$ cat config.mk
export PLATFORM = sky130hd
export DESIGN_NAME = game_flow_controller
export DESIGN_NICKNAME = d
export VERILOG_FILES = /design/src/rtl/game_pkg.sv /design/src/rtl/game_flow_controller_pixel_hit_counter.sv /design/src/rtl/game_flow_controller.sv
export SDC_FILE = /design/constraint.sdc
export NUM_CORES = 1
export LEC_CHECK = 0
export BUFFER_PORTS_ARGS = -buffer_cell sky130_fd_sc_hd__buf_2
export CAP_MARGIN = 30
export CORE_AREA = 2 2 58 60
export DETAILED_ROUTE_END_ITERATION = 8
export DIE_AREA = 0 0 60 62
export PLACE_DENSITY = 0.79
export SYNTH_ARGS = -nofsm -noshare
export SYNTH_HDL_FRONTEND = slang
export SYNTH_SLANG_ARGS = --single-unit
$ cat constraint.sdc
create_clock -name clk -period 3.68 [get_ports clk]
set_input_delay 0.736 -clock clk [delete_from_list [all_inputs] [get_ports clk]]
set_output_delay 0.736 -clock clk [all_outputs]
set_load 0.02 [all_outputs]
$ cat src/rtl/game_pkg.sv
// Shared state encoding and widths for the game flow controller and its pixel hit counter.
package game_pkg;

    typedef enum logic [2:0] {
        ST_IDLE      = 3'd0,
        ST_COUNTDOWN = 3'd1,
        ST_PLAY      = 3'd2,
        ST_CRASH     = 3'd3,
        ST_GAME_OVER = 3'd4
    } game_state_t;

    localparam int FRAME_LINE_DEFAULT = 515;
    localparam int LIVES_W            = 2;
    localparam int HIT_W              = 10;
    localparam int TICK_W             = 8;
    localparam logic [1:0] DIGIT_START = 2'd3;

endpackage

$ cat src/rtl/game_flow_controller_pixel_hit_counter.sv
// Counts player/off-road overlap clocks per frame and flags a crash candidate at end of frame.
module pixel_hit_counter
    import game_pkg::*;
#(
    parameter int FRAME_LINE = FRAME_LINE_DEFAULT,
    parameter int HIT_THRESH = 16
) (
    input  logic       clk,
    input  logic       rst,
    input  logic [9:0] vCount,
    input  logic       bright,
    input  logic       player_px,
    input  logic       offroad_px,
    output logic       crash_cand
);

    logic             line_hit;
    logic             fl_q;
    logic             frame_end;
    logic [HIT_W-1:0] hit_cnt;

    assign line_hit   = (vCount == 10'(FRAME_LINE));
    assign frame_end  = line_hit & ~fl_q;
    // Threshold uses the count before the end-of-frame clear takes effect.
    assign crash_cand = frame_end & (hit_cnt >= HIT_W'(HIT_THRESH));

    always_ff @(posedge clk) begin
        if (rst) begin
            fl_q    <= 1'b0;
            hit_cnt <= '0;
        end else begin
            fl_q <= line_hit;
            if (frame_end)
                hit_cnt <= '0;
            else if (bright & player_px & offroad_px & (hit_cnt != '1))
                hit_cnt <= hit_cnt + HIT_W'(1);
        end
    end

endmodule

$ cat src/rtl/game_flow_controller.sv
// Session sequencer: IDLE -> COUNTDOWN -> PLAY -> CRASH -> (COUNTDOWN | GAME_OVER).
module game_flow_controller
    import game_pkg::*;
#(
    parameter int LIVES_INIT  = 3,
    parameter int COUNT_TICKS = 32,
    parameter int CRASH_TICKS = 48,
    parameter int HIT_THRESH  = 16,
    parameter int FRAME_LINE  = FRAME_LINE_DEFAULT
) (
    input  logic       clk,
    input  logic       rst,
    input  logic       tick,
    input  logic       btn_start,
    input  logic [9:0] hCount,
    input  logic [9:0] vCount,
    input  logic       bright,
    input  logic       player_px,
    input  logic       offroad_px,
    output logic [2:0] state,
    output logic       run_en,
    output logic       world_rst,
    output logic       dead,
    output logic [1:0] lives,
    output logic [1:0] count_digit,
    output logic       flash
);

    localparam logic [TICK_W-1:0]  COUNT_LAST  = TICK_W'(COUNT_TICKS - 1);
    localparam logic [TICK_W-1:0]  CRASH_LAST  = TICK_W'(CRASH_TICKS - 1);
    localparam logic [LIVES_W-1:0] LIVES_START = LIVES_W'(LIVES_INIT);

    game_state_t        state_q, state_d;
    logic [TICK_W-1:0]  tick_q, tick_d;
    logic [LIVES_W-1:0] lives_q, lives_d;
    logic [1:0]         digit_q, digit_d;
    logic               wrst_q, wrst_d;
    logic               btn_q;
    logic               start_pulse;
    logic               crash_cand;
    logic               crash_evt;
    logic               unused_hcount;

    // Overlap is counted per clock, so the horizontal position is not needed.
    assign unused_hcount = ^hCount;

    pixel_hit_counter #(
        .FRAME_LINE (FRAME_LINE),
        .HIT_THRESH (HIT_THRESH)
    ) u_hits (
        .clk        (clk),
        .rst        (rst),
        .vCount     (vCount),
        .bright     (bright),
        .player_px  (player_px),
        .offroad_px (offroad_px),
        .crash_cand (crash_cand)
    );

    // Tracking the button even during reset means a press held through reset release is not a new press.
    always_ff @(posedge clk) begin
        btn_q <= btn_start;
    end

    assign start_pulse = btn_start & ~btn_q;
    assign crash_evt   = crash_cand & (state_q == ST_PLAY);

    always_ff @(posedge clk) begin
        if (rst) begin
            state_q <= ST_IDLE;
            tick_q  <= '0;
            lives_q <= LIVES_START;
            digit_q <= 2'd0;
            wrst_q  <= 1'b0;
        end else begin
            state_q <= state_d;
            tick_q  <= tick_d;
            lives_q <= lives_d;
            digit_q <= digit_d;
            wrst_q  <= wrst_d;
        end
    end

    always_comb begin
        state_d = state_q;
        tick_d  = tick_q;
        lives_d = lives_q;
        digit_d = digit_q;
        wrst_d  = 1'b0;
        case (state_q)
            ST_IDLE: begin
                if (start_pulse) begin
                    state_d = ST_COUNTDOWN;
                    lives_d = LIVES_START;
                    tick_d  = '0;
                    digit_d = DIGIT_START;
                    wrst_d  = 1'b1;
                end
            end
            ST_COUNTDOWN: begin
                if (tick) begin
                    if (tick_q == COUNT_LAST) begin
                        tick_d = '0;
                        if (digit_q == 2'd1) begin
                            state_d = ST_PLAY;
                            digit_d = 2'd0;
                        end else begin
                            digit_d = digit_q - 2'd1;
                        end
                    end else begin
                        tick_d = tick_q + TICK_W'(1);
                    end
                end
            end
            ST_PLAY: begin
                if (crash_evt) begin
                    state_d = ST_CRASH;
                    tick_d  = '0;
                    if (lives_q != '0)
                        lives_d = lives_q - LIVES_W'(1);
                end
            end
            ST_CRASH: begin
                if (tick) begin
                    if (tick_q == CRASH_LAST) begin
                        tick_d = '0;
                        if (lives_q != '0) begin
                            state_d = ST_COUNTDOWN;
                            digit_d = DIGIT_START;
                            wrst_d  = 1'b1;
                        end else begin
                            state_d = ST_GAME_OVER;
                        end
                    end else begin
                        tick_d = tick_q + TICK_W'(1);
                    end
                end
            end
            ST_GAME_OVER: begin
                if (start_pulse)
                    state_d = ST_IDLE;
            end
            default: begin
                state_d = ST_IDLE;
                tick_d  = '0;
                digit_d = 2'd0;
            end
        endcase
    end

    assign state       = state_q;
    assign run_en      = (state_q == ST_PLAY);
    assign dead        = (state_q == ST_GAME_OVER);
    assign flash       = (state_q == ST_CRASH) & tick_q[2];
    assign world_rst   = wrst_q;
    assign lives       = lives_q;
    assign count_digit = digit_q;

endmodule
; ---- Word-level counts from Yosys, hierarchy flattened
; Cells that the tools add are included.
[classes]
n_lt_le_gt_ge = 1
bitwise = 12
addsub = 4
mux = 33
reduce_logical = 9
n_eq_ne = 19
[ops]
columns = op, count
row1 = 2-to-1 mux 8 bit, 6
row2 = case mux 8 bit (5 select lines), 1
row3 = 2-to-1 mux 3 bit, 9
row4 = 2-to-1 mux 2 bit, 9
row5 = case mux 3 bit (5 select lines), 1
row6 = "inequality test 2 bit, second input constant", 7
row7 = "adder 10 x 1 -> 10 bit, second input constant", 1
row8 = "equality test 10 bit, second input constant", 1
row9 = "greater-or-equal comparator 10 x 5 -> 1 bit, second input constant", 1
row10 = "inequality test 10 bit, second input constant", 1
row11 = "adder 8 x 1 -> 8 bit, second input constant", 1
row12 = AND 1 bit, 8
row13 = "equality test 8 x 5 -> 1 bit, second input constant", 1
row14 = "equality test 8 x 6 -> 1 bit, second input constant", 1
row15 = case mux 2 bit (4 select lines), 1
row16 = AND reduction 8 bit, 1
row17 = AND reduction 7 bit, 1
row18 = "equality test 3 x 2 -> 1 bit, second input constant", 2
row19 = "inequality test 2 x 1 -> 1 bit, second input constant", 3
row20 = AND reduction 5 bit, 1
row21 = 2-to-1 mux 1 bit, 4
row22 = NOT 1 bit, 4
row23 = case mux 2 bit (2 select lines), 1
row24 = AND reduction 4 bit, 1
row25 = 8 further kinds, 11
[totals]
register_bits = 28
word_cells = 86
out_inout_bits = 11
in_bits = 27

; ---- Depth between registers and ports, before layout
[depth]
depth_word = 6
mapped_depth = 7
ltp_nobuf = 6

; ---- Hierarchy
; From an unflattened synthesis, not the netlist that was laid out.
[unflattened]
cells_unflattened = 204
area_unflattened_um2 = 1704.1
[modules_own_cells]
columns = module, seq_area_each_um2, area_each_um2, n_inst, cells_each
row1 = game_flow_controller, 340.3, 1078.5, 1, 131
row2 = pixel_hit_counter, 220.2, 625.6, 1, 73

; ---- Worst setup path after synthesis
; Ideal clock, no wire load.
[synth_timing]
path_type = input -> register
startpoint = input vCount[5]
endpoint = register tick_q[5]
cell_stages = 5
setup_ns = 0.122
required_ns = 3.558
path_slack_ns = 1.449
n_path_buf = 0
arrival_ns = 2.109
cell_sequence = or4_1 nor4_2 a21o_2 a21oi_1 a221o_1
[synth_via]
elab_chain_cells = 6
[synth_rtl]
columns = element, line_no
row1 = start: declaration, game_flow_controller.sv:16  ; input logic [9:0] vCount,
row2 = equality test 10 bit, game_flow_controller_pixel_hit_counter.sv:22  ; assign line_hit = (vCount == 10'(FRAME_LINE));
row3 = AND 1 bit, game_flow_controller_pixel_hit_counter.sv:23  ; assign frame_end = line_hit & ~fl_q;
row4 = AND 1 bit, game_flow_controller_pixel_hit_counter.sv:25  ; assign crash_cand = frame_end & (hit_cnt >= HIT_W'(HIT_THRESH));
row5 = AND 1 bit, game_flow_controller.sv:66  ; assign crash_evt = crash_cand & (state_q == ST_PLAY);
row6 = inequality test 2 x 1 -> 1 bit (no line), n/a
row7 = AND reduction 5 bit (no line), n/a
row8 = end signal: assignment, game_flow_controller.sv:77  ; tick_q <= tick_d;
row9 = end: declaration, game_flow_controller.sv:34  ; logic [TICK_W-1:0] tick_q, tick_d;
; Every way passes these cells.
; A chain may end at the register's enable or synchronous reset.

; ---- Final worst setup path
[layout_timing]
startpoint = register state_q[0] (netlist: state[0])
endpoint = output flash
[layout_via]
elab_chain_cells = 2
[layout_rtl]
columns = element, line_no
row1 = start: declaration, game_flow_controller.sv:33  ; game_state_t state_q, state_d;
row2 = start signal: assignment, game_flow_controller.sv:76  ; state_q <= state_d;
row3 = equality test 3 x 2 -> 1 bit, game_flow_controller.sv:154  ; assign flash = (state_q == ST_CRASH) & tick_q[2];
row4 = AND 1 bit, game_flow_controller.sv:154
row5 = end: declaration, game_flow_controller.sv:26  ; output logic flash
; Every way passes these cells.

==> impl_metrics.py <==
metrics = {
    "run_status": {
        "status": "completed",
    },
    "route": {
        "initialDrtViolationCount": 95,
        "totalWireLength_um": 3164,
        "dr.pass1.iters": 5,
        "met2_length_um": 1491,
        "met1Wirelength_um": 1522,
        "dr_wl_met3_um": 128,
        "highest_layer": "met4",
        "antenna_left": 0,
        "num_vias": 1437,
        "wl_per_cell_um": 12.08,
        "vias_per_cell": 5.485,
        "drc_errors": 0,
    },
    "placed_design": {
        "postPlaceCellArea_sq_mm": 0.001752,
        "numPortBuffers": 27,
        "gp_congestion": 0.8410,
        "pre_cts_ws_ps": 1146,
        "dpl.hpwl_um": 2361,
    },
    "synth": {
        "syn_area_sq_mm": 0.001623,
        "yosys.area_share.adder_pct": 3.855,
        "ys_seq_area_share_pct": 34.54,
        "synthMuxAreaShare_pct": 1.850,
        "synth_top_family_by_area": "simple AND/OR/NAND/NOR gates",
        "syn_inst": 196,
        "synth_edf_count": 0,
        "yosys_warnings": 0,
        "synth_area_leaders": "dfxtp_1 35%, ha_1 3.9%, nand2_1 3.5%",
        "synth_simple_gate_area_share_pct": 30.84,
        "ys.flop_type": "dfxtp_1",
        "synth_seq_cells": 28,
        "yosysTopAreaCell": "dfxtp_1",
        "synth_top_area_share_pct": 34.54,
        "avgSynthCellArea_sq_um": 8.280,
        "synthArstFlopShare_pct": 0,
        "syn-num-nets": 228,
        "synth-xor-area-share_pct": 4.318,
        "synth_cell_type_count": 54,
        "synth_compound_area_share_pct": 17.89,
    },
    "sta": {
        "fin_skew_ps": 10.36,
        "maxSlewViolCount": 0,
        "finalSetupTns_ps": 0,
        "fin_crit_ps": 2423,
        "slew_headroom_pct": 64.94,
        "tightest_slew_ps": 525.2,
        "final-hold-violation-count": 0,
        "fin_ws_ps": 1257,
        "clock.fmax_mhz": 412.7,
        "grt_setup_unrepaired": "false",
        "finalSetupViolations": 0,
        "final.period_utilization_pct": 65.85,
    },
    "floorplan": {
        "fp.dieW_um": 60,
        "start_util_pct": 51.04,
        "io_pins": 38,
        "dieArea_sq_mm": 0.003720,
        "dieHeight_um": 62,
        "num_rows": 21,
        "core-area_sq_mm": 0.003179,
    },
    "clock_network": {
        "clock-sinks": 28,
        "clock_latency_ps": 330,
        "hold_buffers": 0,
        "clk_pin_slew_worst_paths_ps": 150,
        "cts_setup_buffers": 0,
        "ctsRootBufferMaster": "clkbuf_4",
        "cts_max_level": 1,
        "numCtsBuffers": 3,
        "cts_buffer_depth": 2,
        "cts_tree": "yes",
        "cts_resized": 0,
    },
    "final_layout": {
        "synthToLayoutAreaGrowth_pct": 11.18,
        "drive_gt1_share_pct": 18.06,
        "diodes": 0,
        "fillers": 308,
        "nets": 249,
        "final_area_sq_mm": 0.001804,
    },
    "global_routing": {
        "grt_pass1_vias": 1275,
        "grt_antenna_before_repair": 0,
        "grt_pass1_wl_um": 5451,
        "grt_max_degree": 19,
        "grt_overflow": 0,
        "gr-usage-all-layers_pct": 19.04,
    },
    "critical_path": {
        "endpoint_kind": "output pin",
        "cp.arrival_ps": 1690,
        "crit_fanout": 12,
        "slowest_stage": "dfxtp_1",
        "slowest_delay_ps": 560,
        "reg2reg_slack_ps": 1510,
        "crit_chain": "nor2b_1 > and3_1 > buf_2",
        "worstSetupPathType": "flip-flop to output pin",
        "critPathRequiredTime_ps": 2940,
        "cp-start-kind": "flip-flop",
    },
    "power_and_ir_drop": {
        "p_leak_uw": 0.0007403,
        "peakVddDrop_mv": 0.1766,
        "p_per_area_mw_per_mm2": 480.3,
    },
    "flow_run": {
        "drv_cap": 0,
    },
    "worst_hold_path": {
        "hp-class": "flip-flop to flip-flop",
    },
}
[critical path, delay by kind of cell, from the launching register on]
family,cells,cell delay [ps]
simple gates,2,650
flops,1,560
buf+inv,1,160
[power by group]
part | internal, uW | switching [uW] | total [uW] | leakage (uW)
Sequential | 327 | 38.8 | 366 | 0.000227
Combinational | 122 | 178 | 300 | 0.000485
Clock | 110 | 90.4 | 201 | 0.0000279
Total | 560 | 307 | 867 | 0.000740
[Yosys cell counts, types with 3 or more instances]
cell type,number
dfxtp_1,28
nand2_1,15
nor2_1,15
inv_1,12
a21oi_1,10
nand3_1,10
nor3_1,9
and3_1,8
nand2b_1,7
clkbuf_1,5
ha_1,5
o211ai_1,5
xnor2_1,4
xor2_1,4
mux2i_1,3
[metal layers]
layer	track usage (%)	vias up
met3	3.313	2
met2	31.06	31
met5	0	-
li1	-	752
met4	7.619	0
met1	25.13	652
[sequential cells by signal (all words and copies together) (netlist names)]
name            count
state               3
u_hits.hit_cnt     10
u_hits.fl_q         1
btn_q               1
tick_q              8
lives               2
count_digit         2
world_rst           1
[cell usage in the layout, fill, tap and decap left out, drive strengths merged, types with 3 or more instances in the layout]
master,netlist,routed
buf,5,27
o211ai,5,5
nand2,15,15
nor3,9,9
nand3,10,10
inv,12,12
clkbuf,6,3
or4,3,3
nand2b,7,7
ha,5,5
nor4,3,3
xnor2,4,4
nor3b,3,3
nor2,15,15
mux2i,3,3
xor2,4,4
a21oi,10,10
and3,9,9
dfxtp,28,28
[per-stage QoR]
step                      std cells  power, uW  hold slack, ps  util [%]
after floorplan                 196      616.2           460.7         -
after global placement          258      666.5           476.5     55.10
after detailed placement        258      669.0           483.5     55.10
after CTS                       262      872.4           504.9     56.75
after global routing            262      932.3           495.6     56.75
final                           262      866.5           506.0     56.75
[final timing paths]
path                          to           start  depth (start not counted)
setup / recovery           flash        state[0]                          3
hold / removal    count_digit[1]  count_digit[1]                          2
setup reg to reg       tick_q[7]        state[2]                          5
hold reg to reg   count_digit[1]  count_digit[1]                          2
[cell type report]
cell class / count / area (sq um) / area share (%)
Timing Repair Buffer: 27 / 135.1 / 7.490
Multi-Input combinational cell: 145 / 953.4 / 52.84
Clock inverter: 1 / 30.03 / 1.664
Tap cell: 46 / 57.56 / 3.190
Sequential cell: 28 / 560.5 / 31.07
Clock buffer: 3 / 22.52 / 1.248
Inverter: 12 / 45.04 / 2.497
[cell families (layout without fill, tap and decap cells)]
kind of cell | Yosys count | count (layout)
buffers and inverters | 23 | 43
adder cells (fa/ha/maj) | 5 | 5
multiplexers | 3 | 3
AND/OR/NAND/NOR | 89 | 89
XOR/XNOR | 8 | 8
flip-flops | 28 | 28
AO/OA/AOI/OAI | 40 | 40
Note: power is estimated with default switching activity, not from simulation.
